`config.mk`:
```
export PLATFORM = sky130hd
export DESIGN_NAME = sort_entry_loader
export DESIGN_NICKNAME = d
export VERILOG_FILES = /design/src/rtl/sort_pkg.sv /design/src/rtl/key_debounce.sv /design/src/rtl/sort_entry_loader.sv
export SDC_FILE = /design/constraint.sdc
export NUM_CORES = 1
export LEC_CHECK = 0
export ABC_AREA = 0
export ABC_CLOCK_PERIOD_IN_PS = 3450
export CAP_MARGIN = 20
export CORE_ASPECT_RATIO = 0.7
export CORE_UTILIZATION = 55
export DETAILED_ROUTE_END_ITERATION = 8
export HOLD_SLACK_MARGIN = 0.15
export PLACE_DENSITY = 0.81
export SYNTH_ARGS = -nofsm -noshare
export SYNTH_HDL_FRONTEND = slang
export SYNTH_SLANG_ARGS = --single-unit
```
`constraint.sdc`:
```
create_clock -name clk -period 3.45 [get_ports clk]
set_clock_uncertainty 0.15 [all_clocks]
set_input_delay 0.345 -clock clk [delete_from_list [all_inputs] [get_ports clk]]
set_output_delay 0.345 -clock clk [all_outputs]
set_load 0.01 [all_outputs]
```
`src/rtl/sort_pkg.sv`:
```
// Types and defaults shared between the entry loader and the bubble-sort datapath.
package sort_pkg;

    localparam int unsigned SORT_DATA_W    = 4;
    localparam int unsigned SORT_N_ENTRIES = 4;

    typedef enum logic [1:0] {
        COLLECT = 2'd0,
        FULL    = 2'd1,
        SORT    = 2'd2
    } sort_state_t;

endpackage

```
`src/rtl/key_debounce.sv`:
```
// Raw active-low button -> 2-FF synchronizer -> debounce counter -> one-cycle press pulse.
module key_debounce #(
    parameter int unsigned DEBOUNCE_CYCLES = 1_000_000
) (
    input  logic clk,
    input  logic rst_n,
    input  logic key_n,
    output logic press
);

    localparam int unsigned     CNT_W    = (DEBOUNCE_CYCLES > 1) ? $clog2(DEBOUNCE_CYCLES) : 1;
    localparam logic [CNT_W-1:0] CNT_LAST = CNT_W'(DEBOUNCE_CYCLES - 1);

    logic             sync_q1;
    logic             sync_q2;
    logic             level_q;
    logic             level_d1;
    logic             armed_q;
    logic [1:0]       fill_q;
    logic [CNT_W-1:0] cnt_q;

    always_ff @(posedge clk) begin
        if (!rst_n) begin
            sync_q1  <= 1'b1;
            sync_q2  <= 1'b1;
            level_q  <= 1'b1;
            level_d1 <= 1'b1;
            cnt_q    <= '0;
            fill_q   <= '0;
            armed_q  <= 1'b0;
        end else begin
            sync_q1  <= key_n;
            sync_q2  <= sync_q1;
            fill_q   <= {fill_q[0], 1'b1};
            level_d1 <= level_q;
            // Only arm once a real released level has come through the synchronizer,
            // so a button held across reset cannot produce a press.
            if (fill_q[1] && sync_q2) begin
                armed_q <= 1'b1;
            end
            if (sync_q2 == level_q) begin
                cnt_q <= '0;
            end else if (cnt_q == CNT_LAST) begin
                level_q <= sync_q2;
                cnt_q   <= '0;
            end else begin
                cnt_q <= cnt_q + 1'b1;
            end
        end
    end

    assign press = armed_q & level_d1 & ~level_q;

endmodule

```
`src/rtl/sort_entry_loader.sv`:
```
// Collects N_ENTRIES switch values on debounced load presses, then launches the sort on a go press.
module sort_entry_loader
    import sort_pkg::*;
#(
    parameter int unsigned DATA_W          = SORT_DATA_W,
    parameter int unsigned N_ENTRIES       = SORT_N_ENTRIES,
    parameter int unsigned DEBOUNCE_CYCLES = 1_000_000
) (
    input  logic                              clk,
    input  logic                              rst_n,
    input  logic                              load_n,
    input  logic                              go_n,
    input  logic [DATA_W-1:0]                 data_in,
    input  logic                              sort_done,
    output logic [N_ENTRIES*DATA_W-1:0]       entries,
    output logic [$clog2(N_ENTRIES+1)-1:0]    entry_cnt,
    output logic                              full,
    output logic                              start,
    output logic                              busy
);

    localparam int unsigned CNT_W = $clog2(N_ENTRIES + 1);

    sort_state_t       state_q;
    sort_state_t       state_d;
    logic              load_ev;
    logic              go_ev;
    logic              wr_en;
    logic              start_d;
    logic              clr_cnt;
    logic              start_q;
    logic [CNT_W-1:0]  cnt_q;
    logic [DATA_W-1:0] entry_q [N_ENTRIES];

    key_debounce #(.DEBOUNCE_CYCLES(DEBOUNCE_CYCLES)) u_load_key (
        .clk   (clk),
        .rst_n (rst_n),
        .key_n (load_n),
        .press (load_ev)
    );

    key_debounce #(.DEBOUNCE_CYCLES(DEBOUNCE_CYCLES)) u_go_key (
        .clk   (clk),
        .rst_n (rst_n),
        .key_n (go_n),
        .press (go_ev)
    );

    always_ff @(posedge clk) begin
        if (!rst_n) begin
            state_q <= COLLECT;
            start_q <= 1'b0;
        end else begin
            state_q <= state_d;
            start_q <= start_d;
        end
    end

    always_comb begin
        state_d = state_q;
        wr_en   = 1'b0;
        start_d = 1'b0;
        clr_cnt = 1'b0;
        unique case (state_q)
            COLLECT: begin
                if (load_ev && (cnt_q < CNT_W'(N_ENTRIES))) begin
                    wr_en = 1'b1;
                    if (cnt_q == CNT_W'(N_ENTRIES - 1)) begin
                        state_d = FULL;
                    end
                end
            end
            FULL: begin
                if (go_ev) begin
                    start_d = 1'b1;
                    state_d = SORT;
                end
            end
            SORT: begin
                if (sort_done) begin
                    clr_cnt = 1'b1;
                    state_d = COLLECT;
                end
            end
            default: state_d = COLLECT;
        endcase
    end

    always_ff @(posedge clk) begin
        if (!rst_n) begin
            cnt_q <= '0;
            for (int unsigned k = 0; k < N_ENTRIES; k++) begin
                entry_q[k] <= '0;
            end
        end else begin
            if (clr_cnt) begin
                cnt_q <= '0;
            end else if (wr_en) begin
                cnt_q <= cnt_q + 1'b1;
            end
            for (int unsigned k = 0; k < N_ENTRIES; k++) begin
                if (wr_en && (cnt_q == CNT_W'(k))) begin
                    entry_q[k] <= data_in;
                end
            end
        end
    end

    always_comb begin
        entries = '0;
        for (int unsigned k = 0; k < N_ENTRIES; k++) begin
            entries[k*DATA_W +: DATA_W] = entry_q[k];
        end
    end

    assign entry_cnt = cnt_q;
    assign full      = (state_q == FULL);
    assign busy      = (state_q == SORT);
    assign start     = start_q;

endmodule

```
* After elaboration in Yosys (flattened, before gate mapping)
Memory sizes are Yosys's and may differ from the RTL's.
Cells that the tools add are included.
** Word-level totals
- Flip-flop bits (word level) :: 60
- Bits in latches :: 0
- Memory bits (writable) :: 16
- Bits in read-only memories :: 0
- Memories kept :: 1
** Operators by class
- Add/sub/neg operators :: 3
- Multipliers :: 0
- Divide/modulo/power cells :: 0
- $lt $le $gt $ge :: 1
- Equal/unequal tests :: 13
- Shift operators :: 0
- Muxes and demuxes :: 29
- Bitwise gates (word level) :: 13
- Reduce and logical (&&, ||, !) cells :: 16
** Memory list
- entry_q :: depth 4, width 4, read ports 4, clocked after memory_dff 0, write ports 4, line sort_entry_loader.sv:33 : logic [DATA_W-1:0] entry_q [N_ENTRIES];
** Operator list (count)
- adder 20 x 1 -> 20 bit, second input constant :: 2
- equality test 20 bit, second input constant :: 2
- 2-to-1 mux 1 bit :: 20
- 2-to-1 mux 4 bit :: 4
- 2-to-1 mux 2 bit :: 4
- logical AND 1 bit :: 7
- equality test 3 x 2 -> 1 bit, second input constant :: 2
- inequality test 2 bit, second input constant :: 3
- one-hot mux 2 bit (3 select lines) :: 1
- AND reduction 2 bit :: 3
- OR reduction 3 bit :: 2
- NOT 1 bit :: 5
- bitwise AND 1 bit :: 4
- OR 1 bit :: 4
- AND reduction 4 bit :: 1
- adder 3 x 1 -> 3 bit, second input constant :: 1
- equality test 3 x 1 -> 1 bit, second input constant :: 1
- zero test 3 bit :: 1
- < comparator 3 bit, second input constant :: 1
- equality test 1 bit :: 2
- equality test 2 x 1 -> 1 bit, second input constant :: 1
- equality test 2 bit, second input constant :: 1
- zero test 2 bit :: 1
- inequality test 2 x 1 -> 1 bit, second input constant :: 1
- OR reduction 2 bit :: 1

* Longest topological paths before layout
- Depth in word-level cells :: 10
- Gate-level depth with buffers :: 6
- Depth with buffers taken out :: 5

* Cells and area by module
Synthesis repeated with hierarchy kept, for this count alone.
** Unflattened totals
- Cell total of the unflattened synthesis :: 324
- Area, all modules :: 3261.9 um^2
** By module, submodules not included
- key_debounce :: times used 2, cells each 124, area each 1147.4 um^2
- sort_entry_loader :: times used 1, cells each 76, area each 967.2 um^2

* Worst setup path after synthesis
No wires, ideal clock.
- Path kind :: reg2reg
- From :: register cnt_q[2], in the netlist entry_cnt[2]
- To :: memory entry_q[0][0] in the netlist's numbering (enable)
- Setup time :: 0.307 ns
- Data arrival time :: 1.403 ns
- Slack :: 1.590 ns
- Cell stages (with the launch flop) :: 6
- Cells stage by stage :: dfxtp_1 -> or4b_1 -> nor3b_2 -> buf_4 -> nand2_1 -> nand2_1
** RTL lines
- start, declared :: line sort_entry_loader.sv:32 : logic [CNT_W-1:0] cnt_q;
- start signal, assigned :: line sort_entry_loader.sv:99 : cnt_q <= cnt_q + 1'b1;
- end, declared :: line sort_entry_loader.sv:33

==> run summary <==
outcome: finished, final reports clean
DP HPWL: 4.01 mm
final setup vio count: 0
nets: 374
Final Critical Period: 2.20 ns
die height: 65.9 µm
Antenna Violating Nets Remaining: 0
Critical Path Start: u_load_key.level_q
routed vias/inst: 5.44
post-synthesis compound-gate area fraction: 7.07%
Crit-path slowest cell: nor3b_2
via count: 2366
Core Box Area: 5420 µm²
largest family of logic cells by synthesized area: simple AND/OR/NAND/NOR gates
PD cells: 478 nW/µm²
total grt overflow: 0
Synth Area in XOR/XNOR: 6.84%
Cells after Synth: 325
Reg2Reg Setup Slack: 1.25 ns
initial antenna violation count: 0
CP delay by family, top: simple AND/OR/NAND/NOR gates
ys flop type: dfxtp_1
distinct cell type count after synthesis: 45
measured slew at the worst slew-check pin: 0.649 ns
largest net degree at the start of global routing: 21
slowest stage delay, CP: 0.58 ns
RD Place Congestion: 0.866
area leader, netlist: dfxtp_1
Initial Utilization: 59.1%
vias in the first global route: 2092
Post-Syn Area: 3200 µm²
Num CTS Buffers: 9
area delta synth->final: 19.4%
critical path type: flip-flop to flip-flop
Synth warnings: 0
crit path buf inv count: 0
Crit. End Element: flip-flop
worst min path class: flip-flop to flip-flop
WP data required: 3.35 ns
Synth Area in Simple Gates: 28.9%
Crit. path cell count: 4
clk buf depth: 2
crit-path max FO: 11
hold_buf cts: 0
clock slew at the register clock pins of the worst setup and hold paths: 0.07 ns
Die Area: 6140 µm²
postcts setup bufs: 0
DR WL/cell: 13.2 µm
crit path DAT: 2.09 ns
Max transition margin: 56.5%
RSZ-0062 raised after global routing: no
pre-CTS WS: 1.25 ns
Final Slew Violations: 0
Hold Vio Cnt, Final: 0
maximum clock rate: 455 MHz
Syn Nets: 341
first-pass GRT wire length: 9.69 mm
crit-path cells: or4b_1, nor3b_2, nand2_1, nand2_1
worst reg2reg path depth: 4
Row Count: 22
multiplexer share of the synthesized area: 0.313%
Reg-to-Reg Start: u_load_key.level_q
Startpoint Class: flip-flop
Finished Core Util: 70.5%
R2R Path End: entry_q[1][2]
Synth top area share: 36.3%
DRC Markers: 0
Die X: 93.2 µm
most frequent CP cell: nand2_1
Async SR Flop Fraction: 0%
Adder-Cell Fraction of Synth Area: 2.73%
VDD IR-drop max: 0.000410 V
CTS sink cnt: 74
leakage power: 1.29 nW
Setup TNS: 0 ns
commonest cells after routing, fill and taps aside: 58 x dfxtp_1, 32 x nor2_1, 30 x clkdlybuf4s50_1, 23 x nand2_1, 19 x and2_1
Post-synth EDFFs: 16
clock root buffer: clkbuf_8
CTS tree: built
CP endpoint: entry_q[1][2]
worst skew pair latency: 0.35 ns
initial drt markers: 126
Ports: 31
port buffer count: 30
Worst Min Path Start: u_go_key.sync_q1
Diodes inserted: 0
Post-Route WL: 5.74 mm
PnR worst setup slack: 1.25 ns
commonest non-fill, non-tap cell in the layout: dfxtp_1
fin crit share: 63.6%
Tot GR Track Use: 21.1%
flops & latches, synth: 74
Post-CTS Resized: 0
max-cap violations: 0
Final Power: 1.83 mW
first-pass detailed-route iteration total: 4
CTS H-tree depth: 3
Syn Area/Cell: 9.86 µm²
Synth area leaders: dfxtp_1 36%, edfxtp_1 15%, xor2_1 4.6%
share of cells above drive strength 1: 7.71%
sequential element share of the synthesized area: 51.2%
registers in the layout, summed over array words and instances, names as in the netlist, 2 cells and up:
name and count:
u_go_key.cnt_q 20, u_load_key.cnt_q 20, entry_q 16, entry_cnt 3, state_q 2
layout make-up:
cell class / instances / area, µm²
clock buffer: 9 / 124
clock inverter: 7 / 141
fill: 410 / 1600
inverter: 10 / 37.5
multi-input combinational: 230 / 1470
sequential: 74 / 1640
tap: 72 / 90.1
timing repair buffer: 33 / 323
cells by family (layout without fill, tap and decap cells):
| kind of cell | count (synthesis) | count (layout) |
|---|---|---|
| AND/OR/NAND/NOR | 159 | 159 |
| flip-flops | 74 | 74 |
| AO/OA/AOI/OAI | 38 | 38 |
| XOR/XNOR | 25 | 25 |
| buffers and inverters | 21 | 59 |
| adder cells (fa/ha/maj) | 7 | 7 |
| multiplexers | 1 | 1 |
cell usage after synthesis, types with 2 or more instances:
| master | count |
|---|---|
| a21oi_1 | 16 |
| and2_1 | 19 |
| and3_1 | 6 |
| and3_4 | 3 |
| and4_1 | 5 |
| buf_2 | 5 |
| buf_4 | 2 |
| clkbuf_1 | 3 |
| dfxtp_1 | 58 |
| edfxtp_1 | 16 |
| ha_1 | 7 |
| inv_1 | 10 |
| nand2_1 | 23 |
| nand2b_1 | 7 |
| nand3_1 | 18 |
| nand4_1 | 10 |
| nand4b_1 | 2 |
| nor2_1 | 32 |
| nor2b_1 | 5 |
| nor3_1 | 2 |
| nor4_1 | 2 |
| nor4b_1 | 3 |
| o211ai_1 | 3 |
| o21ai_0 | 9 |
| o31ai_1 | 6 |
| or3_1 | 6 |
| or4_1 | 6 |
| xnor2_1 | 8 |
| xor2_1 | 17 |
how the worst min path moves through the flow:
| stage | cells after the start | slack (ns) | to |
|---|---|---|---|
| 5_1_grt | 1 | 0.28 | u_go_key.sync_q2 |
| 6_report | 1 | 0.26 | u_go_key.sync_q2 |
| 2_1_floorplan | 0 | 0.22 | u_go_key.fill_q[0] |
| 3_3_place_gp | 1 | 0.24 | u_go_key.sync_q2 |
| 4_1_cts | 1 | 0.26 | u_go_key.sync_q2 |
| 3_5_place_dp | 1 | 0.24 | u_go_key.sync_q2 |
where the power goes:
part / switching [mW] / internal [mW] / leakage (nW)
Clock: 0.316 / 0.553 / 0.129
Combinational: 0.0252 / 0.0304 / 0.542
Sequential: 0.00627 / 0.897 / 0.621
layer usage:
| metal | vias to the layer above | global-route usage (%) | part of all wire [%] |
|---|---|---|---|
| li1 | 1212 | - | - |
| met1 | 1084 | 28.9 | 51 |
| met2 | 58 | 30.4 | 42 |
| met3 | 12 | 6.21 | 5.0 |
| met4 | 0 | 10.4 | 2.1 |
| met5 | - | 0 | 0 |
worst reg2reg max path, stage by stage, from the launching register on:
cell and delay, ns:
dfxtp_1 0.34, or4b_1 0.52, nor3b_2 0.58, nand2_1 0.12, nand2_1 0.18
stage by stage:
step	hold WS [ns]	instance area [µm²]	instances
2_1_floorplan	0.223	3200	325
3_3_place_gp	0.240	3560	419
3_5_place_dp	0.244	3560	419
4_1_cts	0.261	3820	435
5_1_grt	0.281	3820	435
6_report	0.259	3820	435
(Power assumes the default switching activity.)
